<file path="src/rtl/cpu_run_ctrl.sv">
// Host-side run controller for the 9-bit-instruction CPU core: pulses start, waits for halt, reports done and cycle count.
// Optional watchdog abort is compiled in when CPU_WATCHDOG_EN is defined.
module cpu_run_ctrl #(
  parameter int INSTR_ADDR_W   = 9,
  parameter int CNT_W          = 16,
  parameter int START_CYCLES   = 2,
  parameter int TIMEOUT_CYCLES = 4096
) (
  input  logic                    clk,
  input  logic                    rst,
  input  logic                    go,
  input  logic [INSTR_ADDR_W-1:0] start_addr_in,
  input  logic                    halt,
  output logic                    start,
  output logic [INSTR_ADDR_W-1:0] start_addr,
  output logic                    busy,
  output logic                    done,
  output logic                    timed_out,
  output logic [CNT_W-1:0]        cycle_count,
  output logic [1:0]              state_dbg
);

  // Handshake: go is a one-cycle request honoured only in IDLE; done is a one-cycle
  // completion pulse and there is no back-pressure from the host.
  typedef enum logic [1:0] {
    S_IDLE  = 2'd0,
    S_START = 2'd1,
    S_RUN   = 2'd2,
    S_DONE  = 2'd3
  } state_t;

  localparam int SC_W = (START_CYCLES > 1) ? $clog2(START_CYCLES) : 1;
  localparam logic [SC_W-1:0]  START_LAST = SC_W'(START_CYCLES - 1);
  localparam logic [SC_W-1:0]  SC_ONE     = SC_W'(1);
  localparam logic [CNT_W-1:0] CNT_MAX    = {CNT_W{1'b1}};
  localparam logic [CNT_W-1:0] CNT_ONE    = CNT_W'(1);

  generate
    if (START_CYCLES < 1) begin : g_bad_start_cycles
      $error("cpu_run_ctrl: START_CYCLES must be >= 1");
    end
    if (TIMEOUT_CYCLES < 1 || TIMEOUT_CYCLES > (2 ** CNT_W) - 1) begin : g_bad_timeout
      $error("cpu_run_ctrl: TIMEOUT_CYCLES out of range for CNT_W");
    end
  endgenerate

`ifdef CPU_WATCHDOG_EN
  localparam logic [CNT_W-1:0] TIMEOUT_VAL = CNT_W'(TIMEOUT_CYCLES);
`endif

  state_t          state;
  logic [SC_W-1:0] start_cnt;

  assign state_dbg = state;

  always_ff @(posedge clk) begin
    if (rst) begin
      state       <= S_IDLE;
      start_cnt   <= '0;
      start       <= 1'b0;
      start_addr  <= '0;
      busy        <= 1'b0;
      done        <= 1'b0;
      timed_out   <= 1'b0;
      cycle_count <= '0;
    end else begin
      case (state)
        S_IDLE: begin
          done <= 1'b0;
          if (go) begin
            start_addr  <= start_addr_in;
            cycle_count <= '0;
            timed_out   <= 1'b0;
            start_cnt   <= '0;
            start       <= 1'b1;
            busy        <= 1'b1;
            state       <= S_START;
          end
        end

        // Halt is deliberately not looked at here: it may still be high from the previous program.
        S_START: begin
          if (start_cnt == START_LAST) begin
            start <= 1'b0;
            state <= S_RUN;
          end else begin
            start_cnt <= start_cnt + SC_ONE;
          end
        end

        S_RUN: begin
          if (halt) begin
            busy  <= 1'b0;
            done  <= 1'b1;
            state <= S_DONE;
          end
`ifdef CPU_WATCHDOG_EN
          // Compared before the increment, so the abort lands with cycle_count == TIMEOUT_CYCLES.
          else if (cycle_count == TIMEOUT_VAL) begin
            timed_out <= 1'b1;
            busy      <= 1'b0;
            done      <= 1'b1;
            state     <= S_DONE;
          end
`endif
          else if (cycle_count != CNT_MAX) begin
            cycle_count <= cycle_count + CNT_ONE;
          end
        end

        S_DONE: begin
          done  <= 1'b0;
          state <= S_IDLE;
        end

        default: begin
          start <= 1'b0;
          busy  <= 1'b0;
          done  <= 1'b0;
          state <= S_IDLE;
        end
      endcase
    end
  end

endmodule
</file>
<file path="config.mk">
export PLATFORM = sky130hd
export DESIGN_NAME = cpu_run_ctrl
export DESIGN_NICKNAME = d
export VERILOG_FILES = /design/src/rtl/cpu_run_ctrl.sv
export SDC_FILE = /design/constraint.sdc
export NUM_CORES = 1
export LEC_CHECK = 0
export ABC_AREA = 1
export CAP_MARGIN = 20
export CORE_ASPECT_RATIO = 0.9
export CORE_MARGIN = 4
export CORE_UTILIZATION = 52
export CTS_CLUSTER_DIAMETER = 50
export DETAILED_ROUTE_END_ITERATION = 7
export HOLD_SLACK_MARGIN = 0.15
export PLACE_DENSITY = 0.85
export SKIP_CTS_REPAIR_TIMING = 1
export SYNTH_ARGS = -nofsm -noshare
export SYNTH_HDL_FRONTEND = slang
export SYNTH_SLANG_ARGS = --single-unit
</file>
<file path="constraint.sdc">
create_clock -name clk -period 4.4 [get_ports clk]
set_input_delay 0.88 -clock clk [delete_from_list [all_inputs] [get_ports clk]]
set_output_delay 0.88 -clock clk [all_outputs]
set_load 0.03 [all_outputs]
</file>
-- Word level (Yosys, flattened, before mapping)
Cells that the tools add are included.
- reduce and logical (&&, ||, !) cells: 12
- add/sub/neg operators: 2
- equal/unequal tests: 9
- multiplexer cells: 18
- operator list (operator ; number):
    $mux 16 ; 3
    $pmux 16 s2 ; 1
    $add 16x1->16 const B ; 1
    $ne 16x16->1 const B ; 1
    $ne 2x2->1 const B ; 5
    $reduce_and 3->1 ; 3
    $pmux 1 s2 ; 4
    $pmux 2 s4 ; 1
    $mux 1 ; 6
    $mux 2 ; 3
    $reduce_and 2->1 ; 3
    $reduce_bool 2->1 ; 3
    $eq 2x2->1 const B ; 2
    $reduce_and 4->1 ; 1
    $eq 2x1->1 const B ; 1
    $logic_not 2->1 ; 1
    $reduce_or 2->1 ; 1
    $add 1x1->1 const B ; 1
- register bits after elaboration: 31
- word-level logic and storage cells: 48

-- Logic depth before layout (Yosys ltp)
- depth in word-level cells: 4
- mapped depth: 11
- mapped depth without buffers: 11

-- Least setup slack after synthesis
OpenSTA, ideal clock, no wires.
- kind: input to register
- start: input go
- end: register cycle_count[4]
- setup slack: 2.567 ns
- arrival: 1.766 ns
- required time: 4.333 ns
- stages on the path: 8
- library setup time: 0.067 ns
- path through: nand2_1 > inv_2 > a21oi_1 > nor2_4 > nand2_4 > buf_8 > nand2_1 > a21oi_2
- longest elaborated chain between the ends: 2
- RTL lines (item ; line ; text):
    start: declaration ; 11 ; input logic go,
    $ne 2x2->1 (no source line) ; n/a ;
    $reduce_and 4->1 (no source line) ; n/a ;
    end signal: assignment ; 107 ; cycle_count <= cycle_count + CNT_ONE;
    end: declaration ; 19 ; output logic [CNT_W-1:0] cycle_count,
No other way between the ends.
A chain may end at the register's enable or synchronous reset.

-- Worst setup path after layout
- start: input go
- end: register cycle_count[5]
Same word-level chain as after synthesis.

==> impl_metrics.env <==
export IMPL_use_met1_pct=27.7
export IMPL_count_of_mapped_cells_out_of_synthesis=259
export IMPL_core_mm2=0.00309
export IMPL_areaGrowthSynthToFinish_pct=30.4
export IMPL_max_clock_freq_mhz=400
export IMPL_critical_path_max_stage_delay_ps=470
export IMPL_tritoncts="built"
export IMPL_clock_share_of_power_pct=18.3
export IMPL_netSwitchingFraction_pct=44.9
export IMPL_timing_critical_path_mode_cell="nand2_1"
export IMPL_power_switching_mw=0.590
export IMPL_post_route_min_period_ps=2500
export IMPL_synthesis_area_mm2=0.00169
export IMPL_first_global_vias=1574
export IMPL_setup_tns_final_ps=0
export IMPL_synthesis_yosys_warnings=0
export IMPL_dp_cells=335
export IMPL_grt_use_met3_pct=4.68
export IMPL_dr_total_vias=1743
export IMPL_grt_start_max_net_pins=24
export IMPL_hold_class="reg2reg"
export IMPL_worst_slew_pin_transition_ps=641
export IMPL_final_cells=343
export IMPL_starting_utilization_of_the_core_area_pct=54.7
export IMPL_setup_worst_path_class="in2reg"
export IMPL_synth_net_count=276
export IMPL_synth_enable_flop_cells=0
export IMPL_postSynthAreaPerCell_um2=6.53
export IMPL_globalRouteOverflowTotal=0
export IMPL_synth_seq_area_share_pct=36.7
export IMPL_totalWireLength_um=4170
export IMPL_antenna_violations_before_repair=0
export IMPL_dpl_worst_slack_ps=1580
export IMPL_power_frac_comb_pct=50.6
export IMPL_run_status="complete, no violations"
export IMPL_design_area_mm2=0.00220
export IMPL_htree_levels=2
export IMPL_cts_sinks=31
export IMPL_r2r_end="cycle_count[12]$_SDFFE_PP0P_"
export IMPL_detailedRoute_firstIterationViolations=187
export IMPL_cts_max_path_buffers=2
export IMPL_timing_critical_path_arrival_ps=2740
export IMPL_vias_per_cell=5.08
export IMPL_port_buffers=42
export IMPL_timing_final_hold_violations=0
export IMPL_whs_endpoint="start$_SDFFE_PP0P_"
export IMPL_worst_r2r_setup_slack_ps=2210
export IMPL_cts_made_buffers=5
export IMPL_synthDistinctLibCells=27
export IMPL_relSlewSlack_pct=57.2
export IMPL_timing_rr_start="state_dbg[0]$_SDFFE_PP0P_"
export IMPL_wire_length_of_the_first_global_routing_pass_um=6780
export IMPL_critical_path_startpoint_type="input pin"
export IMPL_grt_busiest_layer="met2"
export IMPL_rsz0062_at_grt="no"
export IMPL_met2_demand_to_capacity_share_in_global_routing_pct=34.2
export IMPL_crit_slowest_cell="clkdlybuf4s50_1"
export IMPL_r2r_cells=11
export IMPL_drt_first_pass_iters=4
export IMPL_ys_dominant_reg_cell="dfxtp_1"
export IMPL_p_seq_share_pct=31.2
export IMPL_ffs_latches_synth=31
export IMPL_gr_usage_all_layers_pct=21.3
export IMPL_path_max_fanout=15
export IMPL_cap_violations=0
export IMPL_final_antenna_net_count=0
export IMPL_ratio_of_cells_with_drive_above_1_in_the_final_layout_pct=6.98
export IMPL_clockRootBuffer="clkbuf_4"
export IMPL_dieArea_mm2=0.00423
export IMPL_timing_final_ws_setup_ps=1900
export IMPL_final_max_slew_violation_count=0
export IMPL_worstPathCellList="clkdlybuf4s50_1 -> nand2_1 -> inv_2 -> a21oi_1 -> nor2_4 -> nand2_4 -> inv_2 -> nand2_1 -> nand2_1 -> nor2_1"
export IMPL_hp_start="start$_SDFFE_PP0P_"
export IMPL_fin_nets=317
export IMPL_timing_final_setup_violations=0
export IMPL_crit_end_element="flop"
export IMPL_dieHeight_um=62.1
export IMPL_internal_power_mw=0.724
export IMPL_remaining_drc_errors=0
export IMPL_worst_endpoint_required_ps=4650
export IMPL_io_pin_count=44
export IMPL_placed_cell_area_mm2=0.00212
export IMPL_routed_length_per_instance_um=12.2
export IMPL_async_flop_share_pct=0
export IMPL_path_clk_slew_ps=100
export IMPL_place_detailed_hpwl_um=3070
export IMPL_gp_congestion=0.871
export IMPL_min_period_over_period_pct=56.8
export IMPL_worst_clock_skew_ps=3.08
export IMPL_hold_depth=2
export IMPL_die_x_um=68.1
export IMPL_clock_latency_ps=340
export IMPL_ir_worst_vdd_mv=0.526
export IMPL_p_per_area_mw_per_mm2=596
export IMPL_power_leakage_nw=0.916
export IMPL_fp_row_count=19
export IMPL_antennaDiodeCount=0
[placed cells by master (no fill, tap or decap), types with 2 or more instances in the layout]
master           instances
a21oi_1                 14
clkbuf_4                 5
clkdlybuf4s50_1         42
dfxtp_1                 31
ha_1                     4
inv_1                   29
inv_2                    3
nand2_1                 65
nand3_1                 19
nand4_1                  3
nor2_1                  46
nor2_4                   3
o21ai_0                 20
or2_2                    2
[Yosys cell counts (3+ instances only)]
cell      number  area, µm²
a21oi_1       14       70.1
clkbuf_1       6       22.5
dfxtp_1       31        621
ha_1           4       50.1
inv_1         29        109
inv_2          3       11.3
nand2_1       65        244
nand3_1       19       95.1
nand4_1        3       18.8
nor2_1        46        173
nor2_4         3       33.8
o21ai_0       20        100
[worst max-delay path, delay by kind of cell]
family	cells	cell delay, ps
AND/OR/NAND/NOR	6	830
buffers and inverters	3	880
AO/OA/AOI/OAI	1	130
[power by group through the flow]
stage	combinational [mW]	sequential, mW	clock, mW
after floorplan	0.342	0.534	0
after global placement	0.644	0.414	0
after detailed placement	0.659	0.414	0
after CTS	0.663	0.408	0.240
after global routing	0.734	0.419	0.251
final	0.664	0.409	0.240
[routing by layer]
layer	vias up	wire length (µm)
met5	-	0
met4	0	60
met3	8	246
met2	54	1950
met1	782	1910
li1	899	-
[metrics by stage]
stage | util (%) | power (mW) | hold slack, ps
global route | 71.3 | 1.40 | 488
CTS | 71.3 | 1.31 | 475
global placement | 68.5 | 1.06 | 449
floorplan | - | 0.876 | 441
detailed placement | 68.5 | 1.07 | 461
finish | 71.3 | 1.31 | 467
[sequential cells by signal, indices dropped and copies added (netlist names)]
register,count
start,1
start_cnt,1
start_addr,9
state_dbg,2
done,1
busy,1
cycle_count,16
[layout make-up]
class | instances | area, µm²
timing repair buffer | 42 | 420
multi-input combinational | 188 | 905
clock buffer | 6 | 51.3
clock inverter | 2 | 35.0
inverter | 32 | 120
tap | 42 | 52.6
fill | 265 | 886
sequential | 31 | 621
[worst max path at each step]
stage	start	slack, ps	depth (start not counted)	end
floorplan	go	2570	8	cycle_count[4]$_SDFFE_PP0P_
global placement	go	1690	10	cycle_count[10]$_SDFFE_PP0P_
detailed placement	go	1580	10	cycle_count[1]$_SDFFE_PP0P_
CTS	go	1940	10	cycle_count[10]$_SDFFE_PP0P_
global route	go	1700	10	cycle_count[12]$_SDFFE_PP0P_
finish	go	1900	10	cycle_count[5]$_SDFFE_PP0P_
[kinds of logic (layout without fill, tap and decap cells)]
| group | count (synthesis) | after routing | share of synthesized area [%] |
|---|---|---|---|
| AOI/OAI and AO/OA | 39 | 39 | 12.5 |
| adders and majority gates | 4 | 4 | 2.96 |
| buffers and inverters | 40 | 82 | 9.77 |
| DFF | 31 | 31 | 36.7 |
| other | 1 | 1 | 0.222 |
| and+or+nand+nor | 144 | 144 | 37.8 |
(Power assumes the default switching activity.)
